File: src/rtl/mips_exc_ctrl.sv
// mips_exc_ctrl: M-stage exception/interrupt/eret sequencer (wait for bus, flush, redirect)
//   i_clk, i_reset_n          : clock, async active-low reset
//   i_exc_valid, i_exc_code   : M-stage slot valid and its ExcCode (0 = none)
//   i_int_req, i_eret, i_epc  : masked interrupt, eret in M, current EPC
//   i_mem_busy                : outstanding bus transaction, defers event entry
//   o_take, o_exc_code        : CP0 latch pulse and code (0 for interrupt)
//   o_exl_clr                 : EXL clear pulse for eret
//   o_flush, o_redirect       : pipeline flush and PC override valid
//   o_target, o_busy          : PC override value, controller not idle
module mips_exc_ctrl #(
  parameter logic [31:0] HANDLER_PC   = 32'h0000_4180,
  parameter int          FLUSH_CYCLES = 2
) (
  input  logic        i_clk,
  input  logic        i_reset_n,
  input  logic        i_exc_valid,
  input  logic [4:0]  i_exc_code,
  input  logic        i_int_req,
  input  logic        i_eret,
  input  logic [31:0] i_epc,
  input  logic        i_mem_busy,
  output logic        o_take,
  output logic [4:0]  o_exc_code,
  output logic        o_flush,
  output logic        o_redirect,
  output logic [31:0] o_target,
  output logic        o_exl_clr,
  output logic        o_busy
);
  localparam logic [1:0] IDLE = 2'd0, WAIT_BUS = 2'd1, FLUSH = 2'd2, REDIRECT = 2'd3;
  localparam logic [2:0] FL = 3'(FLUSH_CYCLES - 1);
  logic [1:0]  state_q, state_d;
  logic [2:0]  cnt_q, cnt_d;
  logic        eret_q, eret_d;
  logic [4:0]  code_q, code_d;
  logic [31:0] tgt_q, tgt_d;
  logic        exc, ev, ent_flush, flush_d;
  assign exc = i_exc_valid && i_exc_code != 5'd0;
  assign ev = i_int_req || exc || i_eret;
  always_comb begin
    state_d = state_q;
    cnt_d = cnt_q;
    eret_d = eret_q;
    code_d = code_q;
    tgt_d = tgt_q;
    case (state_q)
      IDLE: if (ev) begin
        state_d = i_mem_busy ? WAIT_BUS : FLUSH;
        cnt_d = FL;
        eret_d = !i_int_req && !exc;
        code_d = (!i_int_req && exc) ? i_exc_code : 5'd0;
        tgt_d = eret_d ? i_epc : HANDLER_PC;
      end
      WAIT_BUS: if (!i_mem_busy) begin
        state_d = FLUSH;
        cnt_d = FL;
      end
      FLUSH: begin
        state_d = (cnt_q == 3'd0) ? REDIRECT : FLUSH;
        cnt_d = (cnt_q == 3'd0) ? cnt_q : cnt_q - 3'd1;
      end
      default: state_d = IDLE;
    endcase
  end
  // outputs are registered from next-state so they line up with the state they describe
  assign ent_flush = state_d == FLUSH && state_q != FLUSH;
  assign flush_d = state_d == FLUSH || state_d == REDIRECT;
  always_ff @(posedge i_clk or negedge i_reset_n) begin
    if (!i_reset_n) begin
      state_q <= IDLE;
      cnt_q <= '0;
      eret_q <= 1'b0;
      code_q <= '0;
      tgt_q <= '0;
      o_take <= 1'b0;
      o_exl_clr <= 1'b0;
      o_flush <= 1'b0;
      o_exc_code <= '0;
      o_redirect <= 1'b0;
      o_target <= '0;
      o_busy <= 1'b0;
    end else begin
      state_q <= state_d;
      cnt_q <= cnt_d;
      eret_q <= eret_d;
      code_q <= code_d;
      tgt_q <= tgt_d;
      o_take <= ent_flush && !eret_d;
      o_exl_clr <= ent_flush && eret_d;
      o_flush <= flush_d;
      o_exc_code <= flush_d ? code_d : 5'd0;
      o_redirect <= state_d == REDIRECT;
      o_target <= state_d == REDIRECT ? tgt_d : 32'd0;
      o_busy <= state_d != IDLE;
    end
  end
endmodule

File: config.mk
export PLATFORM = sky130hd
export DESIGN_NAME = mips_exc_ctrl
export DESIGN_NICKNAME = d
export VERILOG_FILES = /design/src/rtl/mips_exc_ctrl.sv
export SDC_FILE = /design/constraint.sdc
export NUM_CORES = 1
export LEC_CHECK = 0
export CAP_MARGIN = 10
export CORE_UTILIZATION = 49
export CTS_BUF_LIST = sky130_fd_sc_hd__clkbuf_4
export DETAILED_ROUTE_END_ITERATION = 7
export PLACE_DENSITY = 0.87
export SLEW_MARGIN = 10
export SYNTH_ARGS = -nofsm -noshare
export SYNTH_HDL_FRONTEND = slang
export SYNTH_SLANG_ARGS = --single-unit
File: constraint.sdc
create_clock -name i_clk -period 1.9 [get_ports i_clk]
set_input_delay 0.38 -clock i_clk [delete_from_list [all_inputs] [get_ports i_clk]]
set_output_delay 0.38 -clock i_clk [all_outputs]
set_load 0.01 [all_outputs]
==> results_dict.tcl <==
set metrics [dict create \
    cts.sinks 84 \
    synthFlopType "dfrtp_1" \
    worst_setup_path_end_kind "flop" \
    die_w_um 80.7 \
    relSlewSlack_pct 70.8 \
    synth_cell_type_count 34 \
    n_antenna_cell 0 \
    cp_data_required_time_ns 2.25 \
    drive_gt1_share_pct 14.7 \
    cts_buffers 9 \
    tightest_slew_ns 0.437 \
    synth_edf_count 0 \
    synthAdderAreaFrac_pct 0.825 \
    holdWs_ns 0.412 \
    design.die.area_mm2 0.00651 \
    drtAntennaViolNets 0 \
    pwr-share-seq_pct 49.5 \
    synth-async-reset-ratio_pct 100 \
    critical_path_buf_inv_count 2 \
    outcome "complete, no violations" \
    critPathMaxFanout 30 \
    dpl.hpwl_um 4400 \
    drv_slew 0 \
    cp.arrival_ns 2.08 \
    finalCriticalPeriod_ns 1.73 \
    ir_drop_v 0.000625 \
    cpPeakStageDelay_ns 0.44 \
    synth-simple-area-share_pct 11.5 \
    syn2layout_area_growth_pct 39.9 \
    syn-num-nets 258 \
    antenna_found_initial 0 \
    core_area_mm2 0.00596 \
    clockPowerShare_pct 19.0 \
    rsz0062_at_grt "false" \
    wl_per_cell_um 15.6 \
    first_pass_iters 4 \
    netlist_area_mm2 0.00303 \
    critPathTopFamily "simple AND/OR/NAND/NOR gates" \
    drt_iter0_drc 121 \
    power_frac_comb_pct 31.5 \
    ys_seq_area_share_pct 69.3 \
    yosys_warnings 0 \
    synth_xor_area_share_pct 0 \
    start_kind "input port" \
    report.final.hold_viol_count 0 \
    internal_power_mw 3.18 \
    drc_errors 0 \
    root_buffer "clkbuf_4" \
    cts_tree "done" \
    row_count 28 \
    portBuffers 84 \
    switching_share_pct 32.1 \
    setup_violations 0 \
    viasPerCell 5.12 \
    fmax_ghz 0.577 \
    maxCapViolations 0 \
    synthMuxAreaShare_pct 0 \
    h-tree-depth 3 \
    grt-ovfl-total 0 \
    clk_pin_slew_ns 0.13 \
    powerDensity_mw_per_mm2 1100 \
    post-route-period-util_pct 91.2 \
    switchingPower_mw 1.51 \
    tns_ns 0 \
    cp_slowest_cell "clkdlybuf4s50_1" \
    place_congestion 0.777 \
    power.leakage_nw 1.97 \
    routed_wl_um 6260 \
    skew_ns 0.0142 \
    synth_compound_area_share_pct 15.6 \
    syn_inst 213 \
    die_h_um 80.7 \
    synth_area_per_cell_um2 14.2 \
    synth_top_family_by_area "compound AO/OA/AOI/OAI gates" \
    grt_pass1_wl_um 9920 \
    min_path_type "in2async" \
    fin_nets 367 \
    grt_start_max_net_pins 32 \
    cts_max_path_buffers 2 \
    clock_latency_ns 0.42 \
    setup.worst_path.class "in2reg" \
    io-pin-count 85 \
    grt_usage_pct 21.3 \
    grt_pass1_vias 2033 \
    ys_ff_latch 84 \
    via_count 2060 \
    initial_core_util_pct 50.9 \
    path_cells "clkdlybuf4s50_1 > or3_4 > o31ai_4 > and3_1 > buf_12 > a22o_1" \
]
==> through the flow <==
step                worst slack, ns  instances  util (%)  power (mW)  cell area [um2]
finish                        0.168        402      71.3        4.69             4240
global route                  0.125        402      71.3        4.97             4240
CTS                           0.163        402      71.3        4.72             4240
detailed placement           -0.245        385      69.1        3.84             4110
global placement             -0.188        385      69.1        3.77             4110
floorplan                     0.267        213         -        3.14             3030
==> worst paths after layout <==
path	start	cells past startpoint	end	slack (ns)
max	i_exc_code[2]	6	tgt_q[23]$_DFF_PN0_	0.17
min	i_reset_n	2	o_target[6]$_DFF_PN0_	0.41
max reg2reg	o_flush$_DFF_PN0_	5	o_exc_code[4]$_DFF_PN0_	0.28
min reg2reg	tgt_q[25]$_DFF_PN0_	1	o_target[25]$_DFF_PN0_	0.49
max in group asynchronous	i_reset_n	3	o_target[17]$_DFF_PN0_	0.93
min in group i_clk	tgt_q[25]$_DFF_PN0_	1	o_target[25]$_DFF_PN0_	0.49
==> Yosys cell counts, types with 2 or more instances <==
library cell  instances  share of area, %
dfrtp_1              84                69
a22o_1               34               9.8
and2_1               30               6.2
nor2_1                6              0.74
buf_4                 5               1.2
inv_1                 5              0.62
nand2_1               5              0.62
nor2b_1               5               1.0
clkbuf_1              4              0.49
o21a_1                4              0.99
o22a_1                3              0.87
ha_1                  2              0.82
nand3_1               2              0.33
nor4_1                2              0.41
o22ai_1               2              0.41
or3_1                 2              0.41
==> cell families (layout without fill, tap and decap cells) <==
group / Yosys count / in the layout
flip-flops: 84 / 84
AND/OR/NAND/NOR: 59 / 59
AO/OA/AOI/OAI: 53 / 53
buffers and inverters: 15 / 129
adder cells (fa/ha/maj): 2 / 2
==> metal layers <==
layer / vias to the layer above / part of all wire [%] / global-route usage [%]
li1: 973 / - / -
met1: 1005 / 44 / 27.7
met2: 78 / 49 / 33.2
met3: 4 / 5.7 / 5.23
met4: 0 / 0.85 / 10.2
met5: - / 0 / 0
==> timing repair <==
action	CTS	global route
hold buffers	1	0
endpoints found under the setup margin	1	0
buffers inserted	0	0
endpoints found under the hold margin	28	0
resized for setup	1	0
==> layout make-up <==
type                            instances  area, um2
Sequential cell                        84       2100
Fill cell                             415       1710
Timing Repair Buffer                  108       1060
Multi-Input combinational cell        114        851
Tap cell                               75       93.8
Clock buffer                            9       67.6
Clock inverter                          7       53.8
Inverter                                5       18.8
==> sequential cells by signal, indices dropped and copies added (netlist names), 3 cells and up <==
register,cells
code_q,5
tgt_q,32
cnt_q,3
o_target,32
o_exc_code,5
==> power groups by stage <==
stage | clock network (mW) | logic [mW] | registers [mW]
finish | 0.890 | 1.48 | 2.32
global placement | 0 | 1.43 | 2.34
floorplan | 0 | 0.766 | 2.37
detailed placement | 0 | 1.49 | 2.35
global route | 0.993 | 1.61 | 2.37
CTS | 0.913 | 1.49 | 2.32
==> placed cells by master, fill, tap and decap left out, drive strengths merged, types with 2 or more instances in the layout <==
master         synthesis  layout
nor4                   2       2
o22ai                  2       2
or3                    3       3
and2                  30      30
clkinvlp               0       3
ha                     2       2
clkbuf                 4       9
o22a                   3       3
clkinv                 0       4
o21a                   4       4
inv                    5       5
nand3                  2       2
nand2                  6       6
nor2b                  5       5
a22o                  34      34
nor2                   6       6
dfrtp                 84      84
clkdlybuf4s50          0      82
buf                    6      24
Power figures use the tool's default switching activity.
==> RTL change 1: new RTL, same settings <==
Make the reset (`i_reset_n`) synchronous in one clocked block. Comments in the files are not updated.
--- a/src/rtl/mips_exc_ctrl.sv
+++ b/src/rtl/mips_exc_ctrl.sv
@@ -65,7 +65,7 @@
   // outputs are registered from next-state so they line up with the state they describe
   assign ent_flush = state_d == FLUSH && state_q != FLUSH;
   assign flush_d = state_d == FLUSH || state_d == REDIRECT;
-  always_ff @(posedge i_clk or negedge i_reset_n) begin
+  always_ff @(posedge i_clk) begin
     if (!i_reset_n) begin
       state_q <= IDLE;
       cnt_q <= '0;
Function: differs if i_reset_n is asserted again (counterexample within 4 cycles, from zero or initial values and one cycle with i_reset_n low); with i_reset_n held inactive, the same outputs for 10 cycles.
==> RTL change 1 against the original RTL <==
Final area is 8.5% lower; core utilization is 2.5 points higher; routed wire length is 5.6% lower; synthesized area is 9.4% lower; setup slack better by 0.031 ns; die area is 9.1% lower; sequential cell count is 1 higher; global-route usage is 0.60 points lower; critical endpoint is now cnt_q[2]$_SDFFE_PN0P_.
Power is not compared: it rests on default switching activity, and its combinational part moved more than twofold at a synthesized area within 25%.
==> RTL change 1: results (changes against the original RTL) <==
{
  "outcome": {"value": "completed"},
  "pin_count_of_the_biggest_net_entering_global_routing": {"value": 35, "change": "+9.4%"},
  "layout_top_registers": {"value": "o_target: 32 flops, tgt_q: 32 flops"},
  "worst-r2r-setup-slack": {"value": 0.20, "unit": "ns", "change": "-0.08 ns"},
  "drt-initial-drc-count": {"value": 64, "change": "-47%"},
  "max-clock-path-buffers": {"value": 2, "change": "unchanged"},
  "rr_worst_depth": {"value": 7, "change": "+2"},
  "place.gp.congestion": {"value": 0.764, "change": "-1.6%"},
  "min_delay_worst_endpoint": {"value": "o_target[10]$_SDFF_PN0_"},
  "mappedNetlistNets": {"value": 273, "change": "+5.8%"},
  "ys_top_cells_by_count": {"value": "dfxtp_1 (85), and2_1 (31), a22o_1 (29)"},
  "first_pass_grt_wire_length": {"value": 9420, "unit": "um", "change": "-5.1%"},
  "max_stage_delay": {"value": 0.42, "unit": "ns", "change": "-0.02 ns"},
  "synthTopCellsByArea": {"value": "dfxtp_1 (62%), a22o_1 (9.2%), and2_1 (7.1%)"},
  "synth.yosys.warnings": {"value": 0, "change": "unchanged"},
  "power.ir.vdd_worst": {"value": 0.000486, "unit": "V"},
  "timing.clock.skew": {"value": 0.0164, "unit": "ns", "change": "+0.00225 ns"},
  "timing.rr.start": {"value": "cnt_q[0]$_SDFFE_PN0P_"},
  "cp_data_arrival_time": {"value": 2.00, "unit": "ns", "change": "-0.08 ns"},
  "overall_via_count_from_detail_route": {"value": 2076, "change": "+0.78%"},
  "critical_path_peak_fanout": {"value": 4, "change": "-87%"},
  "first_global_vias": {"value": 1953, "change": "-3.9%"},
  "number_of_cells_upsized_or_downsized_after_cts": {"value": 0, "change": "-1"},
  "hold_class": {"value": "register to register"},
  "slew-limit-headroom": {"value": 0.597, "change": "-0.111"},
  "r2r_end": {"value": "cnt_q[2]$_SDFFE_PN0P_"},
  "asyncSetResetFlopFracSynth": {"value": 0, "change": "-1.00"},
  "routed_wl": {"value": 5910, "unit": "um", "change": "-5.6%"},
  "yosys.cell_types.count": {"value": 37, "change": "+8.8%"},
  "yosysSeqAreaShare": {"value": 0.619, "change": "-0.0740"},
  "hold_ws": {"value": 0.462, "unit": "ns", "change": "+0.0500 ns"},
  "layout.filler_cells": {"value": 392, "change": "-5.5%"},
  "slowest_stage": {"value": "nor3b_1"},
  "place_hpwl": {"value": 4120, "unit": "um", "change": "-6.3%"},
  "nets": {"value": 368, "change": "+0.27%"},
  "grtUsageTotal": {"value": 0.207, "change": "-0.00597"},
  "post_route_cells_drive_above_1_share": {"value": 0.125, "change": "-0.0218"}
}
## RTL change 1: how the worst max path moves through the flow
stage / cells past startpoint / startpoint / end / slack (ns)
after global placement: 6 / i_int_req / tgt_q[18]$_SDFF_PN0_ / -0.08
after CTS: 1 / o_target[13]$_SDFF_PN0_ / o_target[13] / 0.17
after global routing: 7 / cnt_q[0]$_SDFFE_PN0P_ / cnt_q[2]$_SDFFE_PN0P_ / 0.09
after floorplan: 7 / i_eret / code_q[4]$_SDFF_PN0_ / 0.16
final: 7 / cnt_q[0]$_SDFFE_PN0P_ / cnt_q[2]$_SDFFE_PN0P_ / 0.20
after detailed placement: 6 / i_int_req / tgt_q[23]$_SDFF_PN0_ / -0.16
## RTL change 1: cells by family after synthesis
group	Yosys count	share of synthesized area
mux	1	0.00364
compound gates	60	0.193
fa+ha+maj	2	0.00910
flops	85	0.619
simple gates	60	0.135
buf+inv	20	0.0405
## RTL change 1: per-layer routing
metal,track usage,share of wire
met1,0.248,0.43
met2,0.350,0.51
met3,0.0405,0.045
met4,0.104,0.021
met5,0,0
## RTL change 1: power breakdown
| part | total [mW] | internal, mW | switching [mW] | leakage, nW |
|---|---|---|---|---|
| sequential | 1.86 | 1.84 | 0.0290 | 0.689 |
| clock | 1.00 | 0.402 | 0.599 | 0.0662 |
| combinational | 0.369 | 0.207 | 0.162 | 0.723 |
## RTL change 1: worst register-to-register path, cell delays in order (launching register included)
cell and delay (ns):
dfxtp_1 0.37, inv_1 0.05, ha_1 0.20, ha_1 0.19
nor3b_1 0.42, nor2_1 0.16, nand3_1 0.11, o21ai_0 0.08
## RTL change 1: area by class of cell
type | instances | area (sq um) | share of cell area
repair buffers | 100 | 998 | 0.257
clock buffers | 9 | 67.6 | 0.0174
well taps | 70 | 87.6 | 0.0225
inverters | 4 | 15.0 | 0.00386
flip-flops and latches | 85 | 1700 | 0.438
clock inverters | 7 | 73.8 | 0.0190
multi-input cells | 123 | 941 | 0.242
## RTL change 1: metrics by stage
step | cells | setup WS [ns] | cell area [sq um] | setup TNS (ns)
floorplan | 228 | 0.162 | 2750 | 0
global placement | 382 | -0.0789 | 3740 | -2.46
detailed placement | 382 | -0.155 | 3740 | -5.47
CTS | 398 | 0.169 | 3880 | 0
global route | 398 | 0.0870 | 3880 | 0
finish | 398 | 0.199 | 3880 | 0
==> RTL change 2: new RTL, same settings <==
Made on the original files. `HANDLER_PC`: 32'h0000_4180 -> 32'h00003120.
--- a/src/rtl/mips_exc_ctrl.sv
+++ b/src/rtl/mips_exc_ctrl.sv
@@ -8,7 +8,7 @@
 //   o_flush, o_redirect       : pipeline flush and PC override valid
 //   o_target, o_busy          : PC override value, controller not idle
 module mips_exc_ctrl #(
-  parameter logic [31:0] HANDLER_PC   = 32'h0000_4180,
+  parameter logic [31:0] HANDLER_PC   = 32'h00003120,
   parameter int          FLUSH_CYCLES = 2
 ) (
   input  logic        i_clk,
Check against the original RTL: not equivalent (a bounded check fails within 4 cycles, from zero or initial values and one cycle with i_reset_n low).
==> RTL change 2 against the original RTL <==
Final area increased by 1.9%; total power increased by 12%; sequential cell count did not move; routed wire length up 6.8%; critical path depth decreased by 4; synthesized area is 0.29% higher; setup slack got worse by 0.10 ns; critical path type is now register to primary output; critical endpoint is now o_flush.
==> RTL change 2: results (changes against the original RTL) <==
{
  "place.gp.congestion": {"value": 0.887, "change": "+14%"},
  "critical_path_peak_fanout": {"value": 6, "change": "-80%"},
  "power.leakage": {"value": 2.12, "unit": "nW", "change": "+7.3%"},
  "clock_insertion_delay_worst_skew": {"value": 0.41, "unit": "ns"},
  "detail_route.wl_per_cell": {"value": 16.7, "unit": "um", "change": "+7.1%"},
  "overall_via_count_from_detail_route": {"value": 2161, "change": "+4.9%"},
  "path_clk_slew": {"value": 0.12, "unit": "ns"},
  "first_global_vias": {"value": 2194, "change": "+7.9%"},
  "number_of_antenna_violations_at_the_first_check_in_global_routing": {"value": 0, "change": "unchanged"},
  "synth.yosys.warnings": {"value": 0, "change": "unchanged"},
  "drt-initial-drc-count": {"value": 143, "change": "+18%"},
  "mappedNetlistNets": {"value": 259, "change": "+0.39%"},
  "grtUsageTotal": {"value": 0.225, "change": "+0.0125"},
  "place_hpwl": {"value": 4640, "unit": "um", "change": "+5.3%"},
  "pin_count_of_the_biggest_net_entering_global_routing": {"value": 57, "change": "+78%"},
  "place_ws": {"value": -0.244, "unit": "ns", "change": "+0.000638 ns"},
  "slew-limit-headroom": {"value": 0.622, "change": "-0.0867"},
  "cts.root.buffer_cell": {"value": "clkbuf_4"},
  "nets": {"value": 366, "change": "-0.27%"},
  "setup_viol_count_final": {"value": 0, "change": "unchanged"},
  "buffer_ports.inserted": {"value": 84, "change": "unchanged"},
  "yosys.cell_types.count": {"value": 35, "change": "+2.9%"},
  "timing.clock.skew": {"value": 0.0133, "unit": "ns", "change": "-0.000871 ns"},
  "internal-power": {"value": 3.63, "unit": "mW", "change": "+14%"},
  "finalSetupTns": {"value": 0, "unit": "ns", "change": "unchanged"},
  "place_area": {"value": 4150, "unit": "sq um", "change": "+0.91%"},
  "yosysSeqAreaShare": {"value": 0.691, "change": "-0.00200"},
  "first_pass_grt_wire_length": {"value": 10700, "unit": "um", "change": "+7.5%"},
  "outcome": {"value": "completed"},
  "asyncSetResetFlopFracSynth": {"value": 1.00, "change": "unchanged"},
  "power.ir.vdd_worst": {"value": 0.000727, "unit": "V", "change": "+16%"},
  "synthTopCellsByArea": {"value": "dfrtp_1 (69%), a22o_1 (9.2%), and3_1 (6.0%)"},
  "ys_top_cells_by_count": {"value": "dfrtp_1 (84), a22o_1 (32), and3_1 (29)"},
  "cp_data_arrival_time": {"value": 1.45, "unit": "ns", "change": "-0.63 ns"},
  "post_route_cells_drive_above_1_share": {"value": 0.150, "change": "+0.00352"}
}
-- RTL change 2: final cells by class --
class                           instances  area [sq um]
Clock buffer                            9          67.6
Clock inverter                          7          91.3
Fill cell                             418          1630
Inverter                                6          22.5
Multi-Input combinational cell        111           845
Sequential cell                        84          2100
Tap cell                               75          93.8
Timing Repair Buffer                  109          1100
-- RTL change 2: critical path, stage by stage (launching register included) --
cell and delay, ns:
dfrtp_1 0.37, buf_4 0.15, clkdlybuf4s50_1 0.53
-- RTL change 2: power by group through the flow --
| stage | Clock (mW) | Sequential, mW | Combinational [mW] |
|---|---|---|---|
| global placement | 0 | 2.36 | 1.72 |
| global route | 1.23 | 2.39 | 1.94 |
| detailed placement | 0 | 2.38 | 1.79 |
| CTS | 1.14 | 2.35 | 1.81 |
| finish | 1.11 | 2.35 | 1.80 |
| floorplan | 0 | 2.39 | 0.841 |
-- RTL change 2: stage by stage --
stage,instances,hold slack [ns],power [mW],util
2_1_floorplan,214,0.0844,3.23,-
3_3_place_gp,384,0.317,4.08,0.697
3_5_place_dp,384,0.324,4.17,0.697
4_1_cts,401,0.407,5.29,0.725
5_1_grt,401,0.416,5.56,0.726
6_report,401,0.418,5.26,0.726
-- RTL change 2: what timing repair did --
item	in CTS	in global routing
endpoints found under the hold margin	28	0
endpoints found under the setup margin	0	7
hold buffers	1	0
gates resized for setup	0	1
-- RTL change 2: kinds of logic after synthesis --
family                     synth area share
DFF                                   0.691
and+or+nand+nor                       0.110
AOI/OAI and AO/OA                     0.157
buffers and inverters                0.0337
adders and majority gates           0.00823
-- RTL change 2: routing by layer --
metal  track usage  up-vias  share of wire
met5             0        -              0
li1              -      998              -
met1         0.277     1079           0.42
met3        0.0494        4          0.058
met2         0.388       80           0.52
met4        0.0857        0         0.0064
-- RTL change 2: path summary, 6_finish.rpt --
check,start,to,cells past startpoint,slack (ns)
max,o_flush$_DFF_PN0_,o_flush,2,0.07
min,i_reset_n,o_target[25]$_DFF_PN0_,2,0.42
max reg2reg,state_q[0]$_DFF_PN0_,cnt_q[0]$_DFFE_PN0P_,6,0.27
min reg2reg,tgt_q[13]$_DFF_PN0_,o_target[13]$_DFF_PN0_,1,0.51
max in group asynchronous,i_reset_n,tgt_q[24]$_DFF_PN0_,3,0.89
min in group i_clk,tgt_q[13]$_DFF_PN0_,o_target[13]$_DFF_PN0_,1,0.51
